**src/rtl/ifu_fetch.sv**
```systemverilog
// -----------------------------------------------------------------------------
// ifu_fetch : instruction fetch unit, producer side of the IF/ID valid/ready link.
//
// Owns the PC and keeps at most one instruction-memory request outstanding.
// A fetched instruction is presented as {f_inst_o, f_pc_o, f_pred_pc_o} with
// f_valid_o and held until IF/ID accepts it. An execute-stage redirect flushes
// whatever fetch is in flight or held and restarts at the new target.
//
// Optional feature macro: YSYX_23060251_BTFN_PRED_EN
//   defined   : static backward-taken / forward-not-taken prediction
//               (JAL -> pc+imm_J, backward B-type -> pc+imm_B, else pc+4)
//   undefined : f_pred_pc_o = f_pc_o + 4
//
// Ports
//   clk_i             clock
//   rst_i             synchronous active-high reset
//   imem_req_valid_o  fetch request valid
//   imem_req_ready_i  memory accepts request
//   imem_addr_o       fetch address (word aligned)
//   imem_rsp_valid_i  response valid
//   imem_rsp_data_i   fetched instruction
//   imem_rsp_ready_o  fetch accepts response
//   f_inst_o          instruction to IF/ID
//   f_pc_o            pc of f_inst_o
//   f_pred_pc_o       predicted next pc
//   f_valid_o         fetch packet valid
//   D_ready_i         IF/ID can accept
//   redirect_valid_i  flush + new pc from execute
//   redirect_pc_i     redirect target (bits [1:0] ignored)
// -----------------------------------------------------------------------------
module ifu_fetch #(
  parameter int               XLEN     = 32,
  parameter logic [XLEN-1:0]  RESET_PC = 32'h8000_0000
) (
  input  logic            clk_i,
  input  logic            rst_i,
  output logic            imem_req_valid_o,
  input  logic            imem_req_ready_i,
  output logic [XLEN-1:0] imem_addr_o,
  input  logic            imem_rsp_valid_i,
  input  logic [XLEN-1:0] imem_rsp_data_i,
  output logic            imem_rsp_ready_o,
  output logic [XLEN-1:0] f_inst_o,
  output logic [XLEN-1:0] f_pc_o,
  output logic [XLEN-1:0] f_pred_pc_o,
  output logic            f_valid_o,
  input  logic            D_ready_i,
  input  logic            redirect_valid_i,
  input  logic [XLEN-1:0] redirect_pc_i
);

  typedef enum logic [2:0] {
    ST_RST  = 3'd0,
    ST_REQ  = 3'd1,
    ST_WAIT = 3'd2,
    ST_DROP = 3'd3,
    ST_HOLD = 3'd4
  } state_e;

  localparam logic [XLEN-1:0] NOP_INST = XLEN'(32'h0000_0013);
  localparam logic [XLEN-1:0] PC_MASK  = {{(XLEN-2){1'b1}}, 2'b00};
  localparam logic [XLEN-1:0] INST_LEN = XLEN'(32'd4);

  state_e          state_r;
  state_e          state_n;
  logic [XLEN-1:0] pc_r;
  logic [XLEN-1:0] inst_r;
  logic [XLEN-1:0] f_pc_r;
  logic [XLEN-1:0] pred_r;
  // State-decode flags registered alongside the state so outputs come from flops.
  logic            req_en_r;
  logic            rsp_en_r;
  logic            hold_r;
  logic            live_r;

  logic [XLEN-1:0] redir_tgt_s;
  logic            redir_s;
  logic            capture_s;
  logic            accept_s;
  logic [XLEN-1:0] pred_calc_s;

`ifdef YSYX_23060251_BTFN_PRED_EN
  // Static BTFN next-pc guess for an instruction fetched at pc.
  function automatic logic [XLEN-1:0] btfn_predict(input logic [XLEN-1:0] inst,
                                                   input logic [XLEN-1:0] pc);
    logic [XLEN-1:0] off;
    if (inst[6:0] == 7'b1101111) begin
      off = {{(XLEN-20){inst[31]}}, inst[19:12], inst[20], inst[30:21], 1'b0};
    end else if ((inst[6:0] == 7'b1100011) && inst[31]) begin
      off = {{(XLEN-12){inst[31]}}, inst[7], inst[30:25], inst[11:8], 1'b0};
    end else begin
      off = INST_LEN;
    end
    return (pc + off) & PC_MASK;
  endfunction
`endif

  // Redirect is ignored only while leaving reset; it wins over every other event.
  assign redir_tgt_s = redirect_pc_i & PC_MASK;
  assign redir_s     = redirect_valid_i && (state_r != ST_RST);
  assign capture_s   = (state_r == ST_WAIT) && imem_rsp_valid_i && !redirect_valid_i;
  assign accept_s    = (state_r == ST_HOLD) && D_ready_i && !redirect_valid_i;

`ifdef YSYX_23060251_BTFN_PRED_EN
  assign pred_calc_s = btfn_predict(imem_rsp_data_i, pc_r);
`else
  assign pred_calc_s = (pc_r + INST_LEN) & PC_MASK;
`endif

  // Next-state selection for the fetch FSM.
  always_comb begin
    state_n = state_r;
    case (state_r)
      ST_RST: begin
        state_n = ST_REQ;
      end
      ST_REQ: begin
        if (!redirect_valid_i && imem_req_ready_i) begin
          state_n = ST_WAIT;
        end else begin
          state_n = ST_REQ;
        end
      end
      ST_WAIT: begin
        if (redirect_valid_i) begin
          // A response arriving together with the redirect is simply discarded.
          state_n = imem_rsp_valid_i ? ST_REQ : ST_DROP;
        end else if (imem_rsp_valid_i) begin
          state_n = ST_HOLD;
        end else begin
          state_n = ST_WAIT;
        end
      end
      ST_DROP: begin
        if (imem_rsp_valid_i) begin
          state_n = ST_REQ;
        end else begin
          state_n = ST_DROP;
        end
      end
      ST_HOLD: begin
        if (redirect_valid_i || D_ready_i) begin
          state_n = ST_REQ;
        end else begin
          state_n = ST_HOLD;
        end
      end
      default: begin
        state_n = ST_RST;
      end
    endcase
  end

  // State, decode flags, PC and held fetch packet.
  always_ff @(posedge clk_i) begin
    if (rst_i) begin
      state_r  <= ST_RST;
      req_en_r <= 1'b0;
      rsp_en_r <= 1'b0;
      hold_r   <= 1'b0;
      live_r   <= 1'b0;
      pc_r     <= RESET_PC & PC_MASK;
      inst_r   <= NOP_INST;
      f_pc_r   <= '0;
      pred_r   <= '0;
    end else begin
      state_r  <= state_n;
      req_en_r <= (state_n == ST_REQ);
      rsp_en_r <= (state_n == ST_WAIT) || (state_n == ST_DROP);
      hold_r   <= (state_n == ST_HOLD);
      live_r   <= 1'b1;

      if (redir_s) begin
        pc_r <= redir_tgt_s;
      end else if (accept_s) begin
        pc_r <= pred_r;
      end else begin
        pc_r <= pc_r;
      end

      if (capture_s) begin
        inst_r <= imem_rsp_data_i;
        f_pc_r <= pc_r;
        pred_r <= pred_calc_s;
      end else begin
        inst_r <= inst_r;
        f_pc_r <= f_pc_r;
        pred_r <= pred_r;
      end
    end
  end

  // A redirect in the same cycle suppresses both the request and the packet.
  assign imem_req_valid_o = req_en_r && !redirect_valid_i;
  assign imem_addr_o      = req_en_r ? pc_r : '0;
  assign imem_rsp_ready_o = rsp_en_r;
  assign f_valid_o        = hold_r && !redirect_valid_i;
  assign f_inst_o         = live_r ? inst_r : '0;
  assign f_pc_o           = f_pc_r;
  assign f_pred_pc_o      = pred_r;

endmodule

```
**config.mk**
```make
export PLATFORM = sky130hd
export DESIGN_NAME = ifu_fetch
export DESIGN_NICKNAME = d
export VERILOG_FILES = /design/src/rtl/ifu_fetch.sv
export SDC_FILE = /design/constraint.sdc
export NUM_CORES = 1
export LEC_CHECK = 0
export BUFFER_PORTS_ARGS = -buffer_cell sky130_fd_sc_hd__buf_2
export CORE_MARGIN = 2
export CORE_UTILIZATION = 30
export DETAILED_ROUTE_END_ITERATION = 12
export HOLD_SLACK_MARGIN = 0.08
export PLACE_DENSITY_LB_ADDON = 0.15
export SLEW_MARGIN = 30
export SYNTH_ARGS = -nofsm -noshare
export SYNTH_HDL_FRONTEND = slang
export SYNTH_SLANG_ARGS = --single-unit
export TNS_END_PERCENT = 1
```
**constraint.sdc**
```tcl
create_clock -name clk_i -period 1.6 [get_ports clk_i]
set_input_delay 0.16 -clock clk_i [delete_from_list [all_inputs] [get_ports clk_i]]
set_output_delay 0.16 -clock clk_i [all_outputs]
set_load 0.03 [all_outputs]
```
==> impl_metrics.csv <==
group,metric,value,unit
status,status,"complete, but fails checks",
status,violations,"negative setup slack",
global_route,grt_pass1_wl,31.2,mm
placed_design,gp_congestion,0.838,
placed_design,postPlaceCellArea,0.00749,mm^2
synthesis,ys_ff_latch,129,
placed_design,preCtsSetupSlack,-73.4,ps
setup_path,worstPathMaxFanout,2,
sta,setup_viol,1,
global_route,grt_max_degree,42,
sta,finalCriticalPeriod,1620,ps
floorplan,die_h,143,um
synthesis,synth.top_cell.area_share,44.7,%
final_layout,instances_no_fill,1296,
sta,finalMaxSlewViolations,0,
sta,max_freq,618,MHz
hold_path,hp-class,"in2reg",
routing,dr.pass1.iters,5,
synthesis,yosys.area.top_type,"dfxtp_1",
final_layout,fill_cells,1863,
clock_tree,cts_inserted_buffers,17,
routing,drt_first_iter_violations,325,
job,cap_violations,0,
floorplan,start_util,30.7,%
clock_tree,insertion_delay,420,ps
clock_tree,tritoncts,"yes",
setup_path,cp_data_required_time,1940,ps
synthesis,syn-cell-area,0.00578,mm^2
synthesis,synth_seq_area_share,44.7,%
sta,fin_ws,-17.9,ps
final_layout,stdcell_area,0.00877,mm^2
sta,hold_violations,0,
final_layout,drive_gt1_share,33.4,%
synthesis,synthDistinctLibCells,44,
routing,wl_per_cell,15.4,um
global_route,grt_overflow,0,
sta,rsz0062_at_grt,"yes",
final_layout,nets,1095,
power_and_ir_drop,p_leak,3.71,nW
synthesis,synthArstFlopShare,0,%
routing,dr_wl_met2,9.19,mm
setup_path,r2r_start,"pc_r[26]$_SDFFE_PP0P_",
final_layout,diodes,0,
global_route,antenna_found_initial,0,
floorplan,die_w,143,um
setup_path,worstSetupPathType,"reg2reg",
routing,highest_layer,"met4",
synthesis,ys.flop_type,"dfxtp_1",
placed_design,dpl.cell_count,1206,
floorplan,row_count,50,
global_route,grt.total_usage,19.5,%
floorplan,dieArea,0.0204,mm^2
routing,vias,6134,
power_and_ir_drop,p_per_area,914,mW/mm^2
sta,fin_crit_sh,101,%
clock_tree,root_buffer,"clkbuf_16",
setup_path,start_kind,"register",
placed_design,hpwl,14.1,mm
clock_tree,path_clk_slew,60,ps
clock_tree,cts_buffer_depth,2,
synthesis,syn_inst,740,
power_and_ir_drop,vdd_drop_max,0.725,mV
routing,drc,0,
global_route,grt_pass1_vias,6045,
setup_path,cp-end-kind,"register",
sta,fin_skew,11.6,ps
routing,wl,20.0,mm
setup_path,crit_start,"pc_r[26]$_SDFFE_PP0P_",
routing,dr_wl_met3,1.06,mm
synthesis,synth_area_leaders,"dfxtp_1 45%, nand2_1 10%, a21oi_1 8.2%, and2_1 6.9%, a22oi_1 3.6%",
clock_tree,htreeDepth,4,
synthesis,postSynthAreaPerCell,7.81,um^2
synthesis,synth_edf_count,0,
clock_tree,clock-sinks,129,
synthesis,yosysWarningCount,0,
setup_path,cp_data_arrival_time,1960,ps
routing,viasPerCell,4.73,
final_layout,area_growth,51.7,%
floorplan,core_area,0.0188,mm^2
hold_path,hp-start,"redirect_pc_i[28]",
routing,ant_nets,0,
placed_design,port_buffers,192,
routing,drt-met1-wl,9.44,mm
floorplan,ioPinCount,201,
-- worst max-delay path, cell delays in order (launching register included) --
cell	delay, ps
dfxtp_2	320
nand4_1	180
or4_4	530
or4_4	410
o211ai_1	90
-- sequential cells by signal, summed over array words and instances, names as in the netlist --
| signal | flops |
|---|---|
| inst_r | 32 |
| req_en_r | 1 |
| hold_r | 1 |
| pc_r | 30 |
| f_pc_o | 30 |
| live_r | 1 |
| f_pred_pc_o | 30 |
| state_r | 3 |
| imem_rsp_ready_o | 1 |
-- per-layer routing --
metal	global-route usage, %	vias to the layer above
li1	-	3112
met1	25.2	2826
met2	32.6	172
met3	4.36	24
met4	6.15	0
met5	0	-
-- kinds of logic (layout without fill, tap and decap cells) --
family	Yosys count	count (layout)	synth area share (%)
simple gates	332	332	28.1
compound gates	180	180	18.7
flops	129	129	44.7
buf+inv	85	376	6.47
xor+xnor	11	11	1.67
fa+ha+maj	1	1	0.216
other cells	1	6	0.0649
mux	1	1	0.173
-- cell usage after synthesis (2+ instances only) --
cell type,count
nand2_1,160
and2_1,64
o311a_1,5
o21ai_0,20
and4_1,6
a31oi_1,7
nand4_1,9
a21oi_1,95
or4_1,8
xor2_1,6
dfxtp_1,129
inv_1,9
a311oi_1,3
a22oi_1,28
o211ai_1,2
nor2b_1,2
a211oi_1,10
nor3_1,11
and3_1,4
nand3_1,25
buf_4,7
nand2b_1,2
xnor2_1,5
clkbuf_1,45
nor4_1,14
nor2_1,20
buf_2,23
o31ai_1,5
-- worst paths after layout --
path,cells past startpoint,slack (ps),to
setup / recovery,4,-20,f_pred_pc_o[31]$_SDFFE_PP0P_
hold / removal,3,110,pc_r[28]$_SDFFE_PP0P_
setup reg to reg,4,-20,f_pred_pc_o[31]$_SDFFE_PP0P_
hold reg to reg,2,450,inst_r[23]$_SDFFE_PP0P_
-- what timing repair did --
item / in CTS / in global routing
pin swaps: 5 / 9
endpoints found under the setup margin: 11 / 33
setup buffers: 0 / 2
hold endpoints to repair: 61 / 0
hold buffers: 57 / 0
resized for setup: 16 / 22
-- placed cells by master (no fill, tap or decap), types with 4 or more instances in the layout --
| master | count |
|---|---|
| clkbuf_1 | 4 |
| nand4_1 | 9 |
| nand2_1 | 159 |
| a21oi_1 | 95 |
| conb_1 | 6 |
| dlygate4sd3_1 | 57 |
| o31ai_1 | 5 |
| nand3_1 | 23 |
| o311a_1 | 5 |
| buf_4 | 79 |
| dfxtp_2 | 11 |
| o21ai_0 | 20 |
| buf_2 | 191 |
| nor2_1 | 19 |
| clkbuf_16 | 17 |
| xor2_1 | 6 |
| xnor2_1 | 5 |
| nor4_2 | 5 |
| nor3_1 | 9 |
| nor4_1 | 9 |
| or4_1 | 5 |
| and2_1 | 61 |
| a31oi_1 | 7 |
| a211oi_1 | 10 |
| dfxtp_1 | 116 |
| buf_12 | 6 |
| a22oi_1 | 28 |
| and3_1 | 4 |
| inv_1 | 9 |
-- final cells by class --
type	count	area [um^2]	area share [%]
Timing Repair Buffer	336	2270	25.9
Tap cell	260	325	3.71
Clock inverter	10	138	1.57
Multi-Input combinational cell	531	2960	33.7
Inverter	9	33.8	0.385
Sequential cell	129	2600	29.7
Clock buffer	21	440	5.02
-- per-stage QoR --
step	hold slack [ps]	total power, mW	utilization [%]	TNS (ps)
after floorplan	284	3.78	-	-1090
after global placement	386	4.10	39.8	-201
after detailed placement	380	4.10	39.8	-416
after CTS	87.3	8.12	46.1	-7.07
after global routing	111	8.34	46.6	-402
final	109	8.02	46.6	-17.9
-- power by group --
| part | switching [mW] | total [mW] | leakage, nW | internal (mW) |
|---|---|---|---|---|
| Clock | 1.44 | 3.87 | 0.277 | 2.44 |
| Combinational | 0.457 | 0.822 | 2.38 | 0.365 |
| Sequential | 0.0475 | 3.33 | 1.05 | 3.28 |
| Total | 1.94 | 8.02 | 3.71 | 6.08 |
(Power assumes the default switching activity.)
